$ cat config.mk
export PLATFORM = sky130hd
export DESIGN_NAME = bcd_xs3_seq_ctrl
export DESIGN_NICKNAME = d
export VERILOG_FILES = /design/src/rtl/xs3_pkg.sv /design/src/rtl/xs3_digit_conv.sv /design/src/rtl/bcd_xs3_seq_ctrl.sv
export SDC_FILE = /design/constraint.sdc
export NUM_CORES = 1
export LEC_CHECK = 0
export BUFFER_PORTS_ARGS = -buffer_cell sky130_fd_sc_hd__buf_2
export CAP_MARGIN = 20
export CORE_MARGIN = 3
export CORE_UTILIZATION = 58
export DETAILED_ROUTE_END_ITERATION = 12
export PLACE_DENSITY_LB_ADDON = 0.25
export REMOVE_ABC_BUFFERS = 1
export SKIP_LAST_GASP = 1
export SYNTH_ARGS = -nofsm -noshare
export SYNTH_HDL_FRONTEND = slang
export SYNTH_HIERARCHICAL = 1
export SYNTH_SLANG_ARGS = --single-unit
$ cat constraint.sdc
create_clock -name clk -period 2.7 [get_ports clk]
set_clock_uncertainty 0.1 [all_clocks]
set_input_delay 0.54 -clock clk [delete_from_list [all_inputs] [get_ports clk]]
set_output_delay 0.54 -clock clk [all_outputs]
set_load 0.01 [all_outputs]
$ cat src/rtl/xs3_pkg.sv
// Shared types and constants for the BCD to Excess-3 sequencer.
package xs3_pkg;
  typedef enum logic [1:0] {
    IDLE = 2'd0,
    CONV = 2'd1,
    DONE = 2'd2
  } state_e;

  localparam logic [3:0] XS3_OFFSET  = 4'h3;
  localparam logic [3:0] BCD_MAX     = 4'h9;
  localparam logic [3:0] XS3_INVALID = 4'h0;
endpackage

$ cat src/rtl/xs3_digit_conv.sv
// Single-digit BCD to Excess-3 converter, purely combinational.
module xs3_digit_conv
  import xs3_pkg::*;
(
  input  logic [3:0] bcd_i,
  output logic [3:0] xs3_o,
  output logic       invalid_o
);
  assign invalid_o = (bcd_i > BCD_MAX);
  assign xs3_o     = invalid_o ? XS3_INVALID : 4'(bcd_i + XS3_OFFSET);
endmodule

$ cat src/rtl/bcd_xs3_seq_ctrl.sv
// Multi-digit BCD to Excess-3 sequencer: one shared converter, LSD first.
// Optional sticky invalid-digit flag on out_err when BCD_XS3_ERR_EN is defined.
module bcd_xs3_seq_ctrl
  import xs3_pkg::*;
#(
  parameter int DIGITS = 4
) (
  input  logic                  clk,
  input  logic                  rst_n,
  input  logic                  in_valid,
  output logic                  in_ready,
  input  logic [4*DIGITS-1:0]   in_bcd,
  output logic                  out_valid,
  input  logic                  out_ready,
  output logic [4*DIGITS-1:0]   out_xs3,
  output logic                  busy
`ifdef BCD_XS3_ERR_EN
  ,
  output logic                  out_err
`endif
);
  localparam int W     = 4 * DIGITS;
  localparam int IDX_W = (DIGITS > 1) ? $clog2(DIGITS) : 1;
  localparam logic [IDX_W-1:0] LAST_IDX = IDX_W'(DIGITS - 1);

  state_e           state_q, state_d;
  logic [IDX_W-1:0] idx_q, idx_d;
  logic [W-1:0]     shift_q, shift_d;
  logic [W-1:0]     xs3_q, xs3_d;
  logic [3:0]       dig_xs3;
  logic             dig_inv;

  xs3_digit_conv u_conv (
    .bcd_i     (shift_q[3:0]),
    .xs3_o     (dig_xs3),
    .invalid_o (dig_inv)
  );

  // in_ready is masked by reset so it reads 0 while rst_n is held low.
  assign in_ready  = rst_n & (state_q == IDLE);
  assign out_valid = (state_q == DONE);
  assign busy      = (state_q == CONV) | (state_q == DONE);
  assign out_xs3   = xs3_q;

  always_comb begin
    state_d = state_q;
    idx_d   = idx_q;
    shift_d = shift_q;
    xs3_d   = xs3_q;
    case (state_q)
      IDLE: begin
        if (in_valid) begin
          shift_d = in_bcd;
          idx_d   = '0;
          state_d = CONV;
        end
      end
      CONV: begin
        xs3_d[idx_q*4 +: 4] = dig_xs3;
        shift_d = shift_q >> 4;
        if (idx_q == LAST_IDX) state_d = DONE;
        else                   idx_d   = idx_q + 1'b1;
      end
      DONE: begin
        if (out_ready) state_d = IDLE;
      end
      default: state_d = IDLE;
    endcase
  end

  always_ff @(posedge clk or negedge rst_n) begin
    if (!rst_n) begin
      state_q <= IDLE;
      idx_q   <= '0;
      shift_q <= '0;
      xs3_q   <= '0;
    end else begin
      state_q <= state_d;
      idx_q   <= idx_d;
      shift_q <= shift_d;
      xs3_q   <= xs3_d;
    end
  end

`ifdef BCD_XS3_ERR_EN
  logic err_q, err_d;

  always_comb begin
    err_d = err_q;
    if (state_q == IDLE && in_valid) err_d = 1'b0;
    else if (state_q == CONV)        err_d = err_q | dig_inv;
  end

  always_ff @(posedge clk or negedge rst_n) begin
    if (!rst_n) err_q <= 1'b0;
    else        err_q <= err_d;
  end

  assign out_err = err_q;
`else
  logic unused_dig_inv;
  assign unused_dig_inv = dig_inv;
`endif
endmodule

# == After elaboration in Yosys (flattened, before gate mapping) ==
# Cells that the tools add are included.
# classes
n_addsub,3
magnitude_cmp,1
n_eq_ne,7
shift,2
muxes,11
bitwise,2
n_reduce_logical,5
# op_table
cell,n
$neg 4->34,1
$shift 4x34->16 const A,1
$shiftx 4x34->16,1
$pmux 16 s2,1
$bwmux 16,1
$mux 16,1
$mux 2,5
$pmux 2 s3,1
$reduce_and 3->1,2
$add 4x2->4 const B,1
$eq 2x2->1 const B,2
$gt 4x4->1 const B,1
$mux 4,1
$ne 2x1->1 const B,2
$ne 2x2->1 const B,2
$pmux 2 s2,1
$add 2x1->2 const B,1
$eq 2x1->1 const B,1
$logic_not 2->1,1
$reduce_and 2->1,1
$reduce_bool 2->1,1
$and 1x1->1,1
$or 1x1->1,1
# totals
register_bits,36
input_bits,20
word_cells,35

# == Logic depth before layout (Yosys ltp) ==
# Gate-level depths: netlist of run 1.
# logic_depth
ltp_word,4
mapped_depth,7
ltp_nobuf,6

# == Modules after synthesis ==
# Netlist of run 1, hierarchy kept.
# modules_own_cells
mod,instances,cells_each,area_each_um2
bcd_xs3_seq_ctrl,1,152,1717.9
xs3_digit_conv,1,13,103.8

# == Worst setup path after synthesis of run 1 ==
# No wires, ideal clock.
# synth_path
path_kind,register to register
startpoint,register idx_q[0]
endpoint,register xs3_q[0] (netlist: out_xs3[0])
setup_ns,0.083
arrival_ns,1.481
t_required_ns,2.517
slack_ns,1.037
path_stages_with_launch,6
path_buffers,0
synth_period_minus_slack_ns,1.663
cell_sequence,dfrtp_1 inv_1 ha_1 nor3b_1 nand2_1 o21ai_0
# synth_between
elab_chain_len,3
elab_cells_between_ends,4
cone_classes,1 x add/sub; 2 x shift; 1 x mux
# synth_rtl
element,line_no,source
"start, declared",bcd_xs3_seq_ctrl.sv:27,"logic [IDX_W-1:0] idx_q, idx_d;"
"start signal, assigned",bcd_xs3_seq_ctrl.sv:79,idx_q <= idx_d;
$neg 4->34 *,bcd_xs3_seq_ctrl.sv:59,xs3_d[idx_q*4 +: 4] = dig_xs3;
$shiftx 4x34->16 / $shift 4x34->16 (equally long branches),bcd_xs3_seq_ctrl.sv:59,
$bwmux 16 *,bcd_xs3_seq_ctrl.sv:59,
"end signal, assigned",bcd_xs3_seq_ctrl.sv:81,xs3_q <= xs3_d;
"end, declared",bcd_xs3_seq_ctrl.sv:29,"logic [W-1:0] xs3_q, xs3_d;"
# Mark *: on every way between the ends. The rest lies on a longest branch, timed or not.
# A chain may end at the register's enable or synchronous reset.

# == Worst setup path after layout of run 1 ==
# layout_path
startpoint,register state_q[1]
endpoint,output in_ready
# layout_between
elab_chain_len,2
# layout_rtl
element,line_no,source
"start, declared",bcd_xs3_seq_ctrl.sv:26,"state_e state_q, state_d;"
"start signal, assigned",bcd_xs3_seq_ctrl.sv:78,state_q <= state_d;
$logic_not 2->1,bcd_xs3_seq_ctrl.sv:40,assign in_ready = rst_n & (state_q == IDLE);
$and 1x1->1,bcd_xs3_seq_ctrl.sv:40,
"end, declared",bcd_xs3_seq_ctrl.sv:11,"output logic in_ready,"
# No other way between the ends.

==> flow_metrics.env, run 1 <==
export IMPL_status="finished clean"
export IMPL_wl_per_cell_um=14.1
export IMPL_p_leak_nw=1.06
export IMPL_slowest_delay_ns=0.41
export IMPL_core_um2=2880
export IMPL_hold_violations=0
export IMPL_finalNonFillerCells=248
export IMPL_dpl_cell_count=240
export IMPL_arrival_ns=1.43
export IMPL_start_util_pct=63.1
export IMPL_cts_tree="done"
export IMPL_synthCells=164
export IMPL_r2r_end="shift_q[1]"
export IMPL_cts_max_path_buffers=2
export IMPL_crit_required_ns=2.06
export IMPL_cpLargestDelayFamily="flip-flops"
export IMPL_worstSetupStartpointType="register"
export IMPL_drtAntennaViolNets=0
export IMPL_period_share_pct=76.6
export IMPL_rsz0062_at_grt="false"
export IMPL_pre_cts_ws_ns=0.702
export IMPL_n_antenna_cell=0
export IMPL_reg2reg_depth=4
export IMPL_dpl_cell_area_um2=2040
export IMPL_drtIter0Drc=71
export IMPL_r2r_slack_ns=0.70
export IMPL_globalplace_congestion=0.831
export IMPL_worst_pin_slew_ns=0.792
export IMPL_setup_tns_ns=0
export IMPL_syn_area_per_cell_um2=11.1
export IMPL_final_cell_mix="buf_2 (38), dfrtp_1 (36), nand2_1 (29)"
export IMPL_routed_wl_um=3490
export IMPL_fin_ws_ns=0.631
export IMPL_dp_hpwl_um=2670
export IMPL_r2r_start="state_q[1]"
export IMPL_p_total_mw=2.32
export IMPL_power_density_nw_per_um2=1100
export IMPL_worstSkewPairLatency_ns=0.34
export IMPL_clock_sinks=36
export IMPL_critPathLaunch="state_q[1]"
export IMPL_whs_ns=0.159
export IMPL_numCtsBuffers=5
export IMPL_grt_overflow_total=0
export IMPL_portBuffers=38
export IMPL_hp_class="input pin to asynchronous set/reset pin"
export IMPL_syn_cell_area_um2=1820
export IMPL_remaining_drc_errors=0
export IMPL_die_y_um=61.9
export IMPL_nFillCells=225
export IMPL_htree_levels=2
export IMPL_die_area_um2=3840
export IMPL_grt_max_degree=37
export IMPL_clk_pin_slew_ns=0.11
export IMPL_clock_fmax_ghz=0.483
export IMPL_crit_path_max_fanout=4
export IMPL_ctsResizeCount=0
export IMPL_grt_usage_pct=21.1
export IMPL_antenna_found_initial=0
export IMPL_area_delta_synth_final_pct=15.9
export IMPL_maxCapViolations=0
export IMPL_path_buf_inv=2
export IMPL_viasPerCell=5.44
export IMPL_yosysWarnings=6
export IMPL_first_pass_iters=4
export IMPL_slowest_stage="dfrtp_1"
export IMPL_fin_area_um2=2100
export IMPL_path_cells="inv_1 > ha_1 > and2_1 > buf_2"
export IMPL_ios=39
export IMPL_post_cts_buffers=0
export IMPL_relSlewSlack_pct=46.1
export IMPL_die_w_um=61.9
export IMPL_utilization_pct=73.1
export IMPL_slew_viol_final=0
export IMPL_final_common_cell="buf_2"
export IMPL_nets=237
export IMPL_drive_gt1_share_pct=28.2
export IMPL_grt_pass1_wl_um=5810
export IMPL_dr_total_vias=1350
export IMPL_grt_pass1_vias=1286
export IMPL_peakVddDrop_mv=0.805
export IMPL_end_kind="output port"
export IMPL_setup_viol=0
export IMPL_cts_hold_buf=0
export IMPL_root_buffer="clkbuf_4"
export IMPL_worst_setup_path_type="register to output port"
export IMPL_row_count=19
export IMPL_min_period_ns=2.07
## area by class of cell
cell class	count	area [um^2]	area share (%)
well taps	42	52.6	2.50
repair buffers	40	205	9.76
inverters	8	30.0	1.43
clock inverters	2	10.0	0.476
clock buffers	6	51.3	2.44
flip-flops and latches	36	901	42.8
multi-input cells	114	853	40.6
## report_power, final
group	total [mW]	leakage, nW	internal, mW	switching (mW)
Sequential	0.880	0.472	0.740	0.140
Combinational	1.14	0.553	0.476	0.663
Clock	0.297	0.0380	0.124	0.174
## worst max-delay path by stage
stage	slack [ns]	cells after the start	endpoint
after floorplan	0.57	5	out_xs3[12]
after global placement	0.83	4	shift_q[1]
after detailed placement	0.70	4	shift_q[12]
after CTS	0.61	4	in_ready
after global routing	0.49	4	shift_q[12]
final	0.63	4	in_ready
## routing by layer
layer / GRT usage, % / vias up / wire length (um)
li1: - / 656 / -
met1: 25.9 / 637 / 1540
met2: 33.4 / 47 / 1670
met3: 6.61 / 10 / 194
met4: 10.3 / 0 / 78
met5: 0 / - / 0
## registers in the layout, summed over array words and instances, names as in the netlist
name / flops
idx_q: 2
out_xs3: 16
shift_q: 16
state_q: 2
## worst register-to-register path: stages (launching register included)
cell and delay, ns:
dfrtp_1 0.38, inv_1 0.10, ha_1 0.36, mux2i_4 0.69, o21ai_0 0.23
No activity file was read; power rests on OpenSTA's default activity.
==> inputs of run 2 (changes only) <==
--- a/config.mk
+++ b/config.mk
@@ -8,7 +8,7 @@
 export BUFFER_PORTS_ARGS = -buffer_cell sky130_fd_sc_hd__buf_2
 export CAP_MARGIN = 20
 export CORE_MARGIN = 3
-export CORE_UTILIZATION = 58
+export CORE_UTILIZATION = 53
 export DETAILED_ROUTE_END_ITERATION = 12
 export PLACE_DENSITY_LB_ADDON = 0.25
 export REMOVE_ABC_BUFFERS = 1
==> constraint.sdc (replaced) <==
create_clock -name clk -period 1.98 [get_ports clk]
set_clock_uncertainty 0.1 [all_clocks]
set_input_delay 0.396 -clock clk [delete_from_list [all_inputs] [get_ports clk]]
set_output_delay 0.396 -clock clk [all_outputs]
set_load 0.01 [all_outputs]
==> run 2 against run 1 <==
Die area grew 8.5%; critical endpoint unchanged; setup slack got worse by 0.56 ns; routed wire length decreased by 1.0%; highest routed layer unchanged; largest cell class unchanged; critical path type unchanged.
==> flow_metrics.env, run 2 (same netlist as run 1, synthesis figures left out) <==
export IMPL_status="finished clean"
export IMPL_die_w_um=64.5
export IMPL_grt_pass1_vias=1334
export IMPL_whs_ns=0.0270
export IMPL_dp_hpwl_um=2690
export IMPL_pwr_share_clk_pct=11.2
export IMPL_ios=39
export IMPL_drtAntennaViolNets=0
export IMPL_root_buffer="clkbuf_4"
export IMPL_grt_max_degree=37
export IMPL_cts_tree="done"
export IMPL_hp_class="input pin to asynchronous set/reset pin"
export IMPL_post_cts_buffers=0
export IMPL_crit_path_max_fanout=4
export IMPL_globalplace_congestion=0.820
export IMPL_dpl_cell_area_um2=2080
export IMPL_drive_gt1_share_pct=28.8
export IMPL_grt_pass1_wl_um=6000
export IMPL_path_cells="inv_1 > ha_1 > and2_1 > buf_2"
export IMPL_portBuffers=38
export IMPL_slowest_stage="dfrtp_1"
export IMPL_htree_levels=2
export IMPL_numCtsBuffers=5
export IMPL_nets=240
export IMPL_slew_viol_final=0
export IMPL_seq_power_share_pct=37.5
export IMPL_p_switching_mw=1.33
export IMPL_worst_setup_path_type="register to output port"
export IMPL_wl_per_cell_um=13.7
export IMPL_cts_hold_buf=0
export IMPL_worst_pin_slew_ns=0.435
export IMPL_p_int_mw=1.87
export IMPL_worstSkewPairLatency_ns=0.33
export IMPL_min_period_ns=1.91
export IMPL_power_frac_comb_pct=51.3
export IMPL_first_pass_iters=5
export IMPL_cts_max_path_buffers=2
export IMPL_remaining_drc_errors=0
export IMPL_hold_violations=0
export IMPL_fin_area_um2=2130
export IMPL_rsz0062_at_grt="false"
export IMPL_final_common_cell="buf_2"
export IMPL_relSlewSlack_pct=70.2
export IMPL_worstSetupStartpointType="register"
export IMPL_clock_sinks=36
export IMPL_nFillCells=256
export IMPL_n_antenna_cell=0
export IMPL_period_share_pct=96.5
export IMPL_viasPerCell=5.19
export IMPL_p_leak_nw=1.08
export IMPL_power_density_nw_per_um2=1500
export IMPL_row_count=20
export IMPL_crit_required_ns=1.48
export IMPL_final_cell_mix="buf_2 (38), dfrtp_1 (36), nand2_1 (29)"
export IMPL_antenna_found_initial=0
export IMPL_clock_fmax_ghz=0.523
export IMPL_slowest_delay_ns=0.43
export IMPL_arrival_ns=1.41
export IMPL_grt_overflow_total=0
export IMPL_core_um2=3150
export IMPL_grt_usage_pct=18.6
export IMPL_maxCapViolations=0
export IMPL_setup_viol=0
export IMPL_p_sw_share_pct=41.5
export IMPL_drtIter0Drc=83
export IMPL_end_kind="output port"
export IMPL_die_area_um2=4160
export IMPL_routed_wl_um=3460
export IMPL_area_delta_synth_final_pct=17.4
export IMPL_clk_pin_slew_ns=0.10
export IMPL_start_util_pct=57.6
export IMPL_die_y_um=64.5
export IMPL_dr_total_vias=1307
export IMPL_peakVddDrop_mv=1.01
[run 2: changes by cell type in the layout (fill, tap and decap cells not counted), sizes merged]
cell	before	now
clkinv	2	1
buf	40	43
[run 2: per-stage QoR]
stage | utilization (%) | worst slack [ns] | instances | setup TNS [ns] | power (mW)
after floorplan | - | -0.150 | 158 | -2.62 | 2.32
after detailed placement | 66.0 | 0.0721 | 245 | 0 | 2.86
after CTS | 67.4 | 0.0538 | 252 | 0 | 3.21
after global routing | 67.6 | 0.00351 | 252 | 0 | 3.49
final | 67.6 | 0.0693 | 252 | 0 | 3.20
after global placement | 66.0 | 0.228 | 245 | 0 | 2.74
[run 2: power by group through the flow]
stage          clock network [mW]  logic (mW)  registers (mW)
2_1_floorplan                   0        1.11            1.21
3_3_place_gp                    0        1.55            1.19
3_5_place_dp                    0        1.65            1.21
4_1_cts                     0.364        1.65            1.20
5_1_grt                     0.404        1.85            1.24
6_report                    0.358        1.64            1.20
[run 2: per-layer routing]
layer  vias to the layer above  share of wire [%]  wire [um]  global-route usage (%)
met5                         -                  0          0                       0
met1                       611                 45       1540                    23.7
met2                        28                 49       1690                    30.8
met4                         0                1.2         42                    5.28
li1                        661                  -          -                       -
met3                         7                5.2        179                    5.55
[run 2: what timing repair did]
| action | CTS | global route |
|---|---|---|
| setup endpoints to repair | 0 | 4 |
| gates resized for setup | 0 | 1 |
| hold endpoints to repair | 0 | 0 |
[run 2: worst paths after layout]
check	depth (start not counted)	startpoint	end	slack, ns
worst max-delay path	4	state_q[0]	in_ready	0.07
worst min-delay path	2	rst_n	out_xs3[8]	0.03
worst max register to register	5	state_q[0]	state_q[1]	0.16
worst min register to register	2	shift_q[4]	shift_q[4]	0.39
max in group asynchronous	2	rst_n	shift_q[11]	1.45
min in group clk	3	in_bcd[13]	shift_q[13]	0.20
[run 2: layout make-up]
cell class	instances	area, um^2	area share (%)
multi-input cells	114	858	40.3
clock inverters	1	5.00	0.235
flip-flops and latches	36	901	42.3
clock buffers	6	41.3	1.94
repair buffers	43	240	11.3
inverters	8	30.0	1.41
well taps	44	55.1	2.58
[run 2: critical path: cells and delay by family, from the launching register on]
kind / cells / cell delay, ns
adders and majority gates: 1 / 0.26
DFF: 1 / 0.43
buffers and inverters: 2 / 0.24
and+or+nand+nor: 1 / 0.15
==> inputs of run 3 (changes only) <==
--- a/config.mk
+++ b/config.mk
@@ -7,7 +7,6 @@
 export LEC_CHECK = 0
 export BUFFER_PORTS_ARGS = -buffer_cell sky130_fd_sc_hd__buf_2
 export CAP_MARGIN = 20
-export CORE_MARGIN = 3
 export CORE_UTILIZATION = 53
 export DETAILED_ROUTE_END_ITERATION = 12
 export PLACE_DENSITY_LB_ADDON = 0.25
==> run 3 against run 2 <==
Setup slack better by 0.045 ns; hold slack worse by 0.024 ns; first-iteration DRC count down 57%; critical endpoint unchanged; highest routed layer unchanged.
==> flow_metrics.env, run 3 (same netlist as run 1, synthesis figures left out) <==
export IMPL_peakVddDrop_mv=0.840
export IMPL_dp_hpwl_um=2570
export IMPL_p_sw_share_pct=41.8
export IMPL_arrival_ns=1.37
export IMPL_cts_max_path_buffers=2
export IMPL_n_antenna_cell=0
export IMPL_worst_pin_slew_ns=0.420
export IMPL_remaining_drc_errors=0
export IMPL_r2r_start="state_q[1]"
export IMPL_worstSetupStartpointType="register"
export IMPL_first_pass_iters=4
export IMPL_dr_total_vias=1338
export IMPL_finalNonFillerCells=251
export IMPL_clock_sinks=36
export IMPL_worstSkewPairLatency_ns=0.34
export IMPL_slowest_stage="dfrtp_1"
export IMPL_die_area_um2=3660
export IMPL_p_switching_mw=1.35
export IMPL_min_period_ns=1.87
export IMPL_post_cts_buffers=0
export IMPL_routed_wl_um=3400
export IMPL_final_common_cell="buf_2"
export IMPL_die_y_um=60.5
export IMPL_p_int_mw=1.88
export IMPL_r2r_slack_ns=0.15
export IMPL_grt_usage_pct=21.8
export IMPL_cpLargestDelayFamily="flip-flops"
export IMPL_hp_class="input pin to asynchronous set/reset pin"
export IMPL_clock_fmax_ghz=0.536
export IMPL_relSlewSlack_pct=71.2
export IMPL_period_share_pct=94.2
export IMPL_ios=39
export IMPL_setup_viol=0
export IMPL_globalplace_congestion=0.740
export IMPL_p_leak_nw=1.07
export IMPL_rsz0062_at_grt="true"
export IMPL_dpl_cell_count=244
export IMPL_grt_pass1_wl_um=5790
export IMPL_pwr_share_clk_pct=11.6
export IMPL_start_util_pct=57.6
export IMPL_crit_required_ns=1.48
export IMPL_cts_tree="done"
export IMPL_power_frac_comb_pct=51.0
export IMPL_ctsResizeCount=2
export IMPL_core_um2=3150
export IMPL_whs_ns=0.00343
export IMPL_row_count=20
export IMPL_slowest_delay_ns=0.40
export IMPL_nFillCells=257
export IMPL_seq_power_share_pct=37.4
export IMPL_antenna_found_initial=0
export IMPL_grt_overflow_total=0
export IMPL_drive_gt1_share_pct=30.4
export IMPL_slew_viol_final=0
export IMPL_r2r_end="idx_q[1]"
export IMPL_maxCapViolations=0
export IMPL_portBuffers=38
export IMPL_drtAntennaViolNets=0
export IMPL_wl_per_cell_um=13.5
export IMPL_path_cells="inv_1 > ha_4 > and2_1 > buf_2"
export IMPL_numCtsBuffers=5
export IMPL_worst_setup_path_type="register to output port"
export IMPL_crit_path_max_fanout=4
export IMPL_final_cell_mix="buf_2 (38), dfrtp_1 (35), nand2_1 (29)"
export IMPL_nets=239
export IMPL_power_density_nw_per_um2=1510
export IMPL_die_w_um=60.5
export IMPL_root_buffer="clkbuf_4"
export IMPL_drtIter0Drc=36
export IMPL_path_buf_inv=2
export IMPL_cts_hold_buf=0
export IMPL_reg2reg_depth=6
export IMPL_end_kind="output port"
export IMPL_hold_violations=0
export IMPL_clk_pin_slew_ns=0.11
export IMPL_htree_levels=2
export IMPL_grt_pass1_vias=1308
export IMPL_viasPerCell=5.33
export IMPL_area_delta_synth_final_pct=17.8
export IMPL_grt_max_degree=37
export IMPL_status="finished clean"
## run 3: cell types whose count changed in the layout (fill, tap and decap cells not counted)
| cell | before | now |
|---|---|---|
| dfrtp_1 | 36 | 35 |
| ha_2 | 0 | 1 |
| inv_2 | 1 | 2 |
| ha_1 | 12 | 10 |
| buf_4 | 4 | 3 |
| inv_1 | 7 | 6 |
| ha_4 | 0 | 1 |
| dfrtp_2 | 0 | 1 |
## run 3: through the flow
step	total power, mW	setup slack [ns]	TNS [ns]	area [um^2]	utilization [%]
3_3_place_gp	2.72	0.162	0	2070	65.7
6_report	3.23	0.115	0	2140	67.9
2_1_floorplan	2.32	-0.150	-2.62	1780	-
4_1_cts	3.21	0.0315	0	2130	67.4
3_5_place_dp	2.83	0.00533	0	2070	65.7
5_1_grt	3.51	-0.00964	-0.0150	2140	67.9
## run 3: layout make-up
| cell class | count | area (um^2) | area share, % |
|---|---|---|---|
| flip-flops and latches | 36 | 902 | 42.2 |
| multi-input cells | 114 | 873 | 40.8 |
| repair buffers | 42 | 233 | 10.9 |
| well taps | 44 | 55.1 | 2.57 |
| clock buffers | 6 | 41.3 | 1.93 |
| inverters | 8 | 30.0 | 1.40 |
| clock inverters | 1 | 5.00 | 0.234 |
## run 3: how the worst max path moves through the flow
stage	start	end	slack (ns)	cells after the start
2_1_floorplan	state_q[1]	out_xs3[12]	-0.15	5
5_1_grt	state_q[1]	out_xs3[15]	-0.01	5
4_1_cts	state_q[0]	in_ready	0.03	4
6_report	state_q[1]	in_ready	0.11	4
3_3_place_gp	idx_q[0]	out_xs3[2]	0.16	5
3_5_place_dp	idx_q[0]	out_xs3[3]	0.005	5
## run 3: per-layer routing
layer  routed length [um]  global-route usage (%)  vias to the layer above
met4                   79                    11.7                        0
met5                    0                       0                        -
met3                  118                    4.05                        9
li1                     -                       -                      659
met1                 1510                    27.0                      635
met2                 1700                    36.1                       35
## run 3: power groups by stage
stage          Clock (mW)  Combinational, mW  Sequential (mW)
2_1_floorplan           0               1.11             1.21
3_3_place_gp            0               1.53             1.19
3_5_place_dp            0               1.62             1.22
4_1_cts             0.376               1.63             1.20
5_1_grt             0.405               1.86             1.25
6_report            0.373               1.65             1.21
## run 3: worst reg2reg max path, delay by kind of cell, from the launching register on
| family | cells | cell delay, ns |
|---|---|---|
| buffers and inverters | 3 | 0.57 |
| adder cells (fa/ha/maj) | 1 | 0.33 |
| AO/OA/AOI/OAI | 1 | 0.24 |
| multiplexers | 1 | 0.10 |
| flip-flops | 1 | 0.40 |
